==> src/rtl/operand_b_sequencer_if.sv <==
// Operand-B sequencer bus: decode-side instruction fields, memory handshake,
// operand-B select and the memory/MDR/register-file strobes.
interface operand_b_sequencer_if;
  logic       Start;
  logic [1:0] Op;
  logic [5:0] Op3;
  logic       I;
  logic       MOC;
  logic [1:0] MUX_B;
  logic       MAR_Load;
  logic       MEM_Request;
  logic       MEM_RW;
  logic       MDR_Load;
  logic       RF_Write;
  logic       Busy;
  logic       Done;
  logic       Mem_Error;

  modport master (
    output Start, Op, Op3, I, MOC,
    input  MUX_B, MAR_Load, MEM_Request, MEM_RW, MDR_Load, RF_Write, Busy, Done, Mem_Error
  );

  modport slave (
    input  Start, Op, Op3, I, MOC,
    output MUX_B, MAR_Load, MEM_Request, MEM_RW, MDR_Load, RF_Write, Busy, Done, Mem_Error
  );
endinterface

==> src/rtl/operand_b_sequencer.sv <==
// Multi-cycle operand-B select / memory-strobe sequencer for one SPARC instruction at a time.
// Optional MEM_WAIT timeout is enabled by defining OPB_SEQ_TIMEOUT_EN.
module operand_b_sequencer #(
  parameter int TIMEOUT_CYCLES = 16,
  parameter int TMR_W          = 5
) (
  input logic                   Clk,
  input logic                   Reset,
  operand_b_sequencer_if.slave  bus
);

  typedef enum logic [2:0] {
    ST_IDLE     = 3'd0,
    ST_DECODE   = 3'd1,
    ST_EXEC     = 3'd2,
    ST_MEM_ADDR = 3'd3,
    ST_MEM_WAIT = 3'd4,
    ST_LOAD_WB  = 3'd5,
    ST_DONE     = 3'd6
  } state_e;

  if ((TIMEOUT_CYCLES < 32'sd1) || (TIMEOUT_CYCLES >= (32'sd1 <<< TMR_W))) begin : g_bad_cfg
    $error("operand_b_sequencer: TMR_W cannot hold TIMEOUT_CYCLES");
  end

  state_e     state_r, state_s;
  logic [1:0] op_r;
  logic [5:0] op3_r;
  logic       i_r;
  logic       tmo_s;
  logic       timeout_hit_s;

  logic [1:0] mux_b_s, mux_b_r;
  logic       mar_load_s, mar_load_r;
  logic       mem_request_s, mem_request_r;
  logic       mem_rw_s, mem_rw_r;
  logic       rf_write_s, rf_write_r;
  logic       busy_s, busy_r;
  logic       done_s, done_r;
  logic       mem_error_s, mem_error_r;

  // Instruction classes decoded from the latched fields
  logic is_mem_s, is_store_s, is_load_s, is_rdpsr_s, is_alu_s, is_cti_s;
  logic [1:0] addr_sel_s;
  assign is_mem_s   = (op_r == 2'd3);
  assign is_store_s = is_mem_s & op3_r[2] & ~op3_r[3];
  assign is_load_s  = is_mem_s & ~is_store_s;
  assign is_rdpsr_s = (op_r == 2'd2) & (op3_r == 6'h29);
  assign is_alu_s   = (op_r == 2'd2) & ~is_rdpsr_s;
  assign is_cti_s   = (op_r == 2'd0) | (op_r == 2'd1);
  assign addr_sel_s = i_r ? 2'b01 : 2'b00;

`ifdef OPB_SEQ_TIMEOUT_EN
  localparam logic [TMR_W-1:0] TMO_MAX_C  = TMR_W'(TIMEOUT_CYCLES);
  localparam logic [TMR_W-1:0] TMO_LAST_C = TMR_W'(TIMEOUT_CYCLES - 1);
  logic [TMR_W-1:0] timer_r;

  // MEM_WAIT cycle counter, cleared on address issue, saturating at the limit
  always_ff @(posedge Clk) begin
    if (Reset) begin
      timer_r <= '0;
    end else if (state_r == ST_MEM_ADDR) begin
      timer_r <= '0;
    end else if ((state_r == ST_MEM_WAIT) && !bus.MOC && (timer_r != TMO_MAX_C)) begin
      timer_r <= timer_r + TMR_W'(1'b1);
    end else begin
      timer_r <= timer_r;
    end
  end

  assign tmo_s = (timer_r == TMO_LAST_C);
`else
  assign tmo_s = 1'b0;
`endif

  // State register and instruction field latch
  always_ff @(posedge Clk) begin
    if (Reset) begin
      state_r <= ST_IDLE;
      op_r    <= 2'd0;
      op3_r   <= 6'd0;
      i_r     <= 1'b0;
    end else begin
      state_r <= state_s;
      if ((state_r == ST_IDLE) && bus.Start) begin
        op_r  <= bus.Op;
        op3_r <= bus.Op3;
        i_r   <= bus.I;
      end else begin
        op_r  <= op_r;
        op3_r <= op3_r;
        i_r   <= i_r;
      end
    end
  end

  // Next-state logic; MOC on the timeout cycle takes the normal path
  always_comb begin
    state_s       = state_r;
    timeout_hit_s = 1'b0;
    case (state_r)
      ST_IDLE:     state_s = bus.Start ? ST_DECODE : ST_IDLE;
      ST_DECODE:   state_s = is_mem_s ? ST_MEM_ADDR : ST_EXEC;
      ST_EXEC:     state_s = ST_DONE;
      ST_MEM_ADDR: state_s = ST_MEM_WAIT;
      ST_MEM_WAIT: begin
        if (bus.MOC) begin
          state_s = is_load_s ? ST_LOAD_WB : ST_DONE;
        end else if (tmo_s) begin
          state_s       = ST_DONE;
          timeout_hit_s = 1'b1;
        end else begin
          state_s = ST_MEM_WAIT;
        end
      end
      ST_LOAD_WB:  state_s = ST_DONE;
      ST_DONE:     state_s = ST_IDLE;
      default:     state_s = ST_IDLE;
    endcase
  end

  // Moore outputs of the upcoming state, so they can be registered
  always_comb begin
    mux_b_s       = 2'b00;
    mar_load_s    = 1'b0;
    mem_request_s = 1'b0;
    mem_rw_s      = 1'b0;
    rf_write_s    = 1'b0;
    done_s        = 1'b0;
    mem_error_s   = 1'b0;
    busy_s        = (state_s != ST_IDLE);
    case (state_s)
      ST_IDLE:   mux_b_s = 2'b00;
      ST_DECODE: mux_b_s = 2'b00;
      ST_EXEC: begin
        if (is_rdpsr_s) begin
          mux_b_s = 2'b11;
        end else if (is_cti_s | i_r) begin
          mux_b_s = 2'b01;
        end else begin
          mux_b_s = 2'b00;
        end
        rf_write_s = is_alu_s | is_rdpsr_s;
      end
      ST_MEM_ADDR: begin
        mux_b_s    = addr_sel_s;
        mar_load_s = 1'b1;
      end
      ST_MEM_WAIT: begin
        mux_b_s       = addr_sel_s;
        mem_request_s = 1'b1;
        mem_rw_s      = is_store_s;
      end
      ST_LOAD_WB: begin
        mux_b_s    = 2'b10;
        rf_write_s = 1'b1;
      end
      ST_DONE: begin
        done_s      = 1'b1;
        mem_error_s = timeout_hit_s;
      end
      default: mux_b_s = 2'b00;
    endcase
  end

  // Output registers
  always_ff @(posedge Clk) begin
    if (Reset) begin
      mux_b_r       <= 2'b00;
      mar_load_r    <= 1'b0;
      mem_request_r <= 1'b0;
      mem_rw_r      <= 1'b0;
      rf_write_r    <= 1'b0;
      busy_r        <= 1'b0;
      done_r        <= 1'b0;
      mem_error_r   <= 1'b0;
    end else begin
      mux_b_r       <= mux_b_s;
      mar_load_r    <= mar_load_s;
      mem_request_r <= mem_request_s;
      mem_rw_r      <= mem_rw_s;
      rf_write_r    <= rf_write_s;
      busy_r        <= busy_s;
      done_r        <= done_s;
      mem_error_r   <= mem_error_s;
    end
  end

  assign bus.MUX_B       = mux_b_r;
  assign bus.MAR_Load    = mar_load_r;
  assign bus.MEM_Request = mem_request_r;
  assign bus.MEM_RW      = mem_rw_r;
  assign bus.RF_Write    = rf_write_r;
  assign bus.Busy        = busy_r;
  assign bus.Done        = done_r;
  assign bus.Mem_Error   = mem_error_r;
  // Read data must be captured in the same cycle MOC is seen
  assign bus.MDR_Load    = (state_r == ST_MEM_WAIT) & is_load_s & bus.MOC;

endmodule
==> src/flat_wrapper.sv <==
// flat-port wrapper written by rule: the top's interface ports become plain ports
module operand_b_sequencer_flat 
#(
  parameter int TIMEOUT_CYCLES = 16,
  parameter int TMR_W          = 5
)
  (Clk, Reset, bus_Start, bus_Op, bus_Op3, bus_I, bus_MOC, bus_MUX_B, bus_MAR_Load, bus_MEM_Request, bus_MEM_RW, bus_MDR_Load, bus_RF_Write, bus_Busy, bus_Done, bus_Mem_Error);
  operand_b_sequencer_if bus_i ();
  input logic Clk;
  input logic Reset;
  input wire logic [$bits(bus_i.Start)-1:0] bus_Start;
  input wire logic [$bits(bus_i.Op)-1:0] bus_Op;
  input wire logic [$bits(bus_i.Op3)-1:0] bus_Op3;
  input wire logic [$bits(bus_i.I)-1:0] bus_I;
  input wire logic [$bits(bus_i.MOC)-1:0] bus_MOC;
  output wire logic [$bits(bus_i.MUX_B)-1:0] bus_MUX_B;
  output wire logic [$bits(bus_i.MAR_Load)-1:0] bus_MAR_Load;
  output wire logic [$bits(bus_i.MEM_Request)-1:0] bus_MEM_Request;
  output wire logic [$bits(bus_i.MEM_RW)-1:0] bus_MEM_RW;
  output wire logic [$bits(bus_i.MDR_Load)-1:0] bus_MDR_Load;
  output wire logic [$bits(bus_i.RF_Write)-1:0] bus_RF_Write;
  output wire logic [$bits(bus_i.Busy)-1:0] bus_Busy;
  output wire logic [$bits(bus_i.Done)-1:0] bus_Done;
  output wire logic [$bits(bus_i.Mem_Error)-1:0] bus_Mem_Error;
  assign bus_i.Start = bus_Start;
  assign bus_i.Op = bus_Op;
  assign bus_i.Op3 = bus_Op3;
  assign bus_i.I = bus_I;
  assign bus_i.MOC = bus_MOC;
  assign bus_MUX_B = bus_i.MUX_B;
  assign bus_MAR_Load = bus_i.MAR_Load;
  assign bus_MEM_Request = bus_i.MEM_Request;
  assign bus_MEM_RW = bus_i.MEM_RW;
  assign bus_MDR_Load = bus_i.MDR_Load;
  assign bus_RF_Write = bus_i.RF_Write;
  assign bus_Busy = bus_i.Busy;
  assign bus_Done = bus_i.Done;
  assign bus_Mem_Error = bus_i.Mem_Error;
  operand_b_sequencer #(.TIMEOUT_CYCLES(TIMEOUT_CYCLES), .TMR_W(TMR_W)) u_core (.Clk(Clk), .Reset(Reset), .bus(bus_i));
endmodule
==> config.mk <==
export PLATFORM = sky130hd
export DESIGN_NAME = operand_b_sequencer_flat
export DESIGN_NICKNAME = d
export VERILOG_FILES = /design/src/rtl/operand_b_sequencer_if.sv /design/src/rtl/operand_b_sequencer.sv /design/src/flat_wrapper.sv
export SDC_FILE = /design/constraint.sdc
export NUM_CORES = 1
export LEC_CHECK = 0
export ABC_AREA = 1
export BUFFER_PORTS_ARGS = -buffer_cell sky130_fd_sc_hd__buf_2
export CAP_MARGIN = 30
export CORE_UTILIZATION = 45
export DETAILED_ROUTE_END_ITERATION = 6
export HOLD_SLACK_MARGIN = 0.03
export PLACE_DENSITY = 0.73
export SLEW_MARGIN = 25
export SYNTH_ARGS = -nofsm -noshare
export SYNTH_HDL_FRONTEND = slang
export SYNTH_SLANG_ARGS = --single-unit
==> constraint.sdc <==
create_clock -name Clk -period 1.12 [get_ports Clk]
set_clock_uncertainty 0.05 [all_clocks]
set_input_delay 0.056 -clock Clk [delete_from_list [all_inputs] [get_ports Clk]]
set_output_delay 0.056 -clock Clk [all_outputs]
set_load 0.01 [all_outputs]
==> summary.txt <==
Floorplan
  • Row cnt: 15
  • Core area: 1760 sq um
  • Die height: ~46 um
  • Die ar.: between 2000 and 2500 sq um
  • Die width: around 46 um
  • Top-Level Pins: 23
  • Initial Util: 49.1%

Pwr
  • Maximum VDD drop: around 1.3 mV
  • Reg power frac: about 34%
  • Net Sw Power: roughly 900 uW
  • Static Leak: roughly 0.00066 uW
  • Clock share of power: 22.0%
  • Internal: around 1800 uW
  • Gate power share: a little over two fifths
  • Sw Ratio: 34.3%
  • PD cells: between 1500 and 2000 nW/um^2

CTS
  • Clock Tree Buf Depth: 2
  • H-tree Lvls: 1
  • Clk sinks: 20
  • Reg clk slew, reported paths: 120 ps
  • Insertion delay to the later sink of the worst-skew pair: between 300 and 400 ps
  • TritonCTS Buffers: 3
  • Root Buffer: clkbuf_4
  • CTS tree: yes

Global route
  • Largest net degree at the start of global routing: 13
  • Congestion Overflow GR: 0
  • First-pass GRT wire length: between 3 and 4 mm
  • All-Layer GR Usage: 24.5%
  • Vias in the first global route: 851
  • Antenna violations before repair: 0

STA
  • Final TNS setup: -3380 ps
  • Worst setup margin: -285 ps
  • Final period utilization: 125%
  • Crit path time final: between 1000 and 1500 ps
  • Fin. max-slew vios: 0
  • Hold_ws: roughly 170 ps
  • Final setup fails: 21
  • Final hold vios: 0
  • Max Fclk: between 700 and 800 MHz
  • Unrepaired setup endpoints after global routing: true

Layout
  • Fillers: approximately 120
  • Area of the multi-input gates: 475 sq um
  • Post-layout nets: 172
  • Register area: 414 sq um
  • Final core utilization: around 82%
  • Ratio of cells with drive above 1 in the final layout: a little over half
  • Number of diodes: 0
  • Area delta synth->final: 67.9%
  • Final Non-Filler Cells: about 180
  • Post-layout instance area: 1450 sq um

Synth
  • Yosys top cell by area: dfxtp_1
  • Post-synth EDFFs: 0
  • Count leader, synth: dfxtp_1
  • Mapped cell area: between 800 and 900 sq um
  • Synth top area cells: dfxtp_1 46%, a21oi_1 7.5%, inv_1 7.4%, o21ai_0 5.8%, nand2_1 4.8%
  • Synth unique cells: 25
  • Post-synth ARST share: 0%
  • Sequential cell area fraction in the yosys report: between 40% and 50%
  • Ys flop type: dfxtp_1
  • Mapped Avg Cell Area: roughly 8 sq um
  • Synthesized instance count: between 100 and 150
  • FF+latch count, synth: 20
  • Syn nets: approximately 120
  • Synth top cells by count: 20 x dfxtp_1, 17 x inv_1, 13 x a21oi_1
  • Synth Warn #: 0
  • Top-area cell type share of the netlist area: between 40% and 50%

Route
  • Routed Antenna Nets: 0
  • DRC: 0
  • Routed WL: 2.52 mm
  • Drt pass-1 iters: 4
  • Vias per cell: ~5
  • Routed len/inst: between 10 and 15 um
  • Total number of vias: about 910
  • Initial detailed-routing violation count: 24

Worst setup path
  • Worst Setup End Kind: flop
  • Worst EP required: about 1300 ps
  • Crit Path Max Fanout: 4
  • CP arrival: 1590 ps
  • FF-to-FF path depth: 7
  • CP Class: reg -> reg
  • Worst setup SP type: flop

Worst hold path
  • Worst hold path depth: 4
  • Min-delay worst type: in -> reg

Place
  • Placed inst area: 1050 sq um
  • Inst Count DP: around 160
  • Final estimated routing congestion in global placement: 0.786
  • Hpwl dp: approximately 1.3 mm
  • Port-buffer cells: 21

Run
  • Max-cap violations: 0

Run status
  • Failing checks: negative setup slack
  • Outcome: finished, violations left
[routing by layer]
| metal | track usage (%) | vias up | routed length, um |
|---|---|---|---|
| met2 | 45.9 | 35 | 1420 |
| li1 | - | 448 | - |
| met1 | 26.7 | 418 | 946 |
| met4 | 10.6 | 0 | 50 |
| met5 | 0 | - | 0 |
| met3 | 3.57 | 8 | 101 |
[power by group through the flow]
stage	sequential, uW	clock (uW)	combinational (uW)
after floorplan	934	0	461
after global placement	917	0	734
after detailed placement	923	0	758
after CTS	915	595	1080
after global routing	944	630	1270
final	931	594	1180
[per-stage QoR]
step	setup WS [ps]	total power [uW]
floorplan	-27.6	1400
global placement	-125	1650
detailed placement	-181	1680
CTS	-221	2590
global route	-352	2850
finish	-285	2710
[cells in the final DEF (no fill, tap or decap)]
cell / count
bufinv_16: 1
inv_1: 13
nand4_4: 1
dfxtp_4: 2
nand4_1: 1
nand2_4: 3
nor3_2: 1
nand2_2: 4
o21ai_1: 6
o21ai_0: 3
buf_4: 8
buf_8: 1
dfxtp_1: 13
buf_6: 7
a31oi_1: 1
buf_16: 1
nand3_4: 2
o21ai_2: 1
inv_2: 3
nor3_1: 1
nand2_1: 8
nor2_2: 2
conb_1: 1
buf_12: 1
a21oi_4: 2
nor2_1: 8
nand3_1: 4
nor2_4: 2
a21oi_1: 4
a21oi_2: 8
dfxtp_2: 5
inv_4: 3
dlygate4sd3_1: 10
ha_4: 1
clkbuf_4: 3
buf_2: 20
nor4_1: 2
[flip-flops by register name, summed over array words and instances, names as in the netlist, 2 cells and up]
register,count
u_core.op3_r,6
u_core.bus.MUX_B,2
u_core.state_r,3
u_core.op_r,2
[repair_timing]
action	4_1_cts	5_1_grt
hold endpoints to repair	17	0
cloned	1	0
pin swaps	11	16
setup buffers	6	3
resized for setup	33	16
hold buffers	10	0
setup endpoints to repair	20	21
[critical path, stage by stage, from the launching register on]
cell and delay (ps):
dfxtp_2 360, buf_6 130, nor2_2 180, nand2_1 120
nand3_4 130, nand2_4 80, buf_6 120, a31oi_1 170
[kinds of logic after synthesis]
group           count (synthesis)  share of synthesized area, %
simple gates                   39                          26.7
other cells                     1                         0.433
flops                          20                          46.2
buf+inv                        22                          10.1
fa+ha+maj                       1                          1.44
compound gates                 25                          15.0
[layout make-up]
cell class,instances,area share [%]
inverters,19,5.42
well taps,25,2.15
clock inverters,1,2.07
clock buffers,3,1.55
flip-flops and latches,20,28.5
multi-input cells,66,32.7
repair buffers,48,27.6
[worst paths after layout]
kind,start,to,slack (ps)
worst min-delay path,Reset,u_core.op_r[0],170
worst max-delay path,u_core.state_r[1],u_core.bus.Busy,-280
worst max register to register,u_core.state_r[1],u_core.bus.Busy,-280
worst min register to register,u_core.i_r,u_core.i_r,420
(Power assumes the default switching activity.)
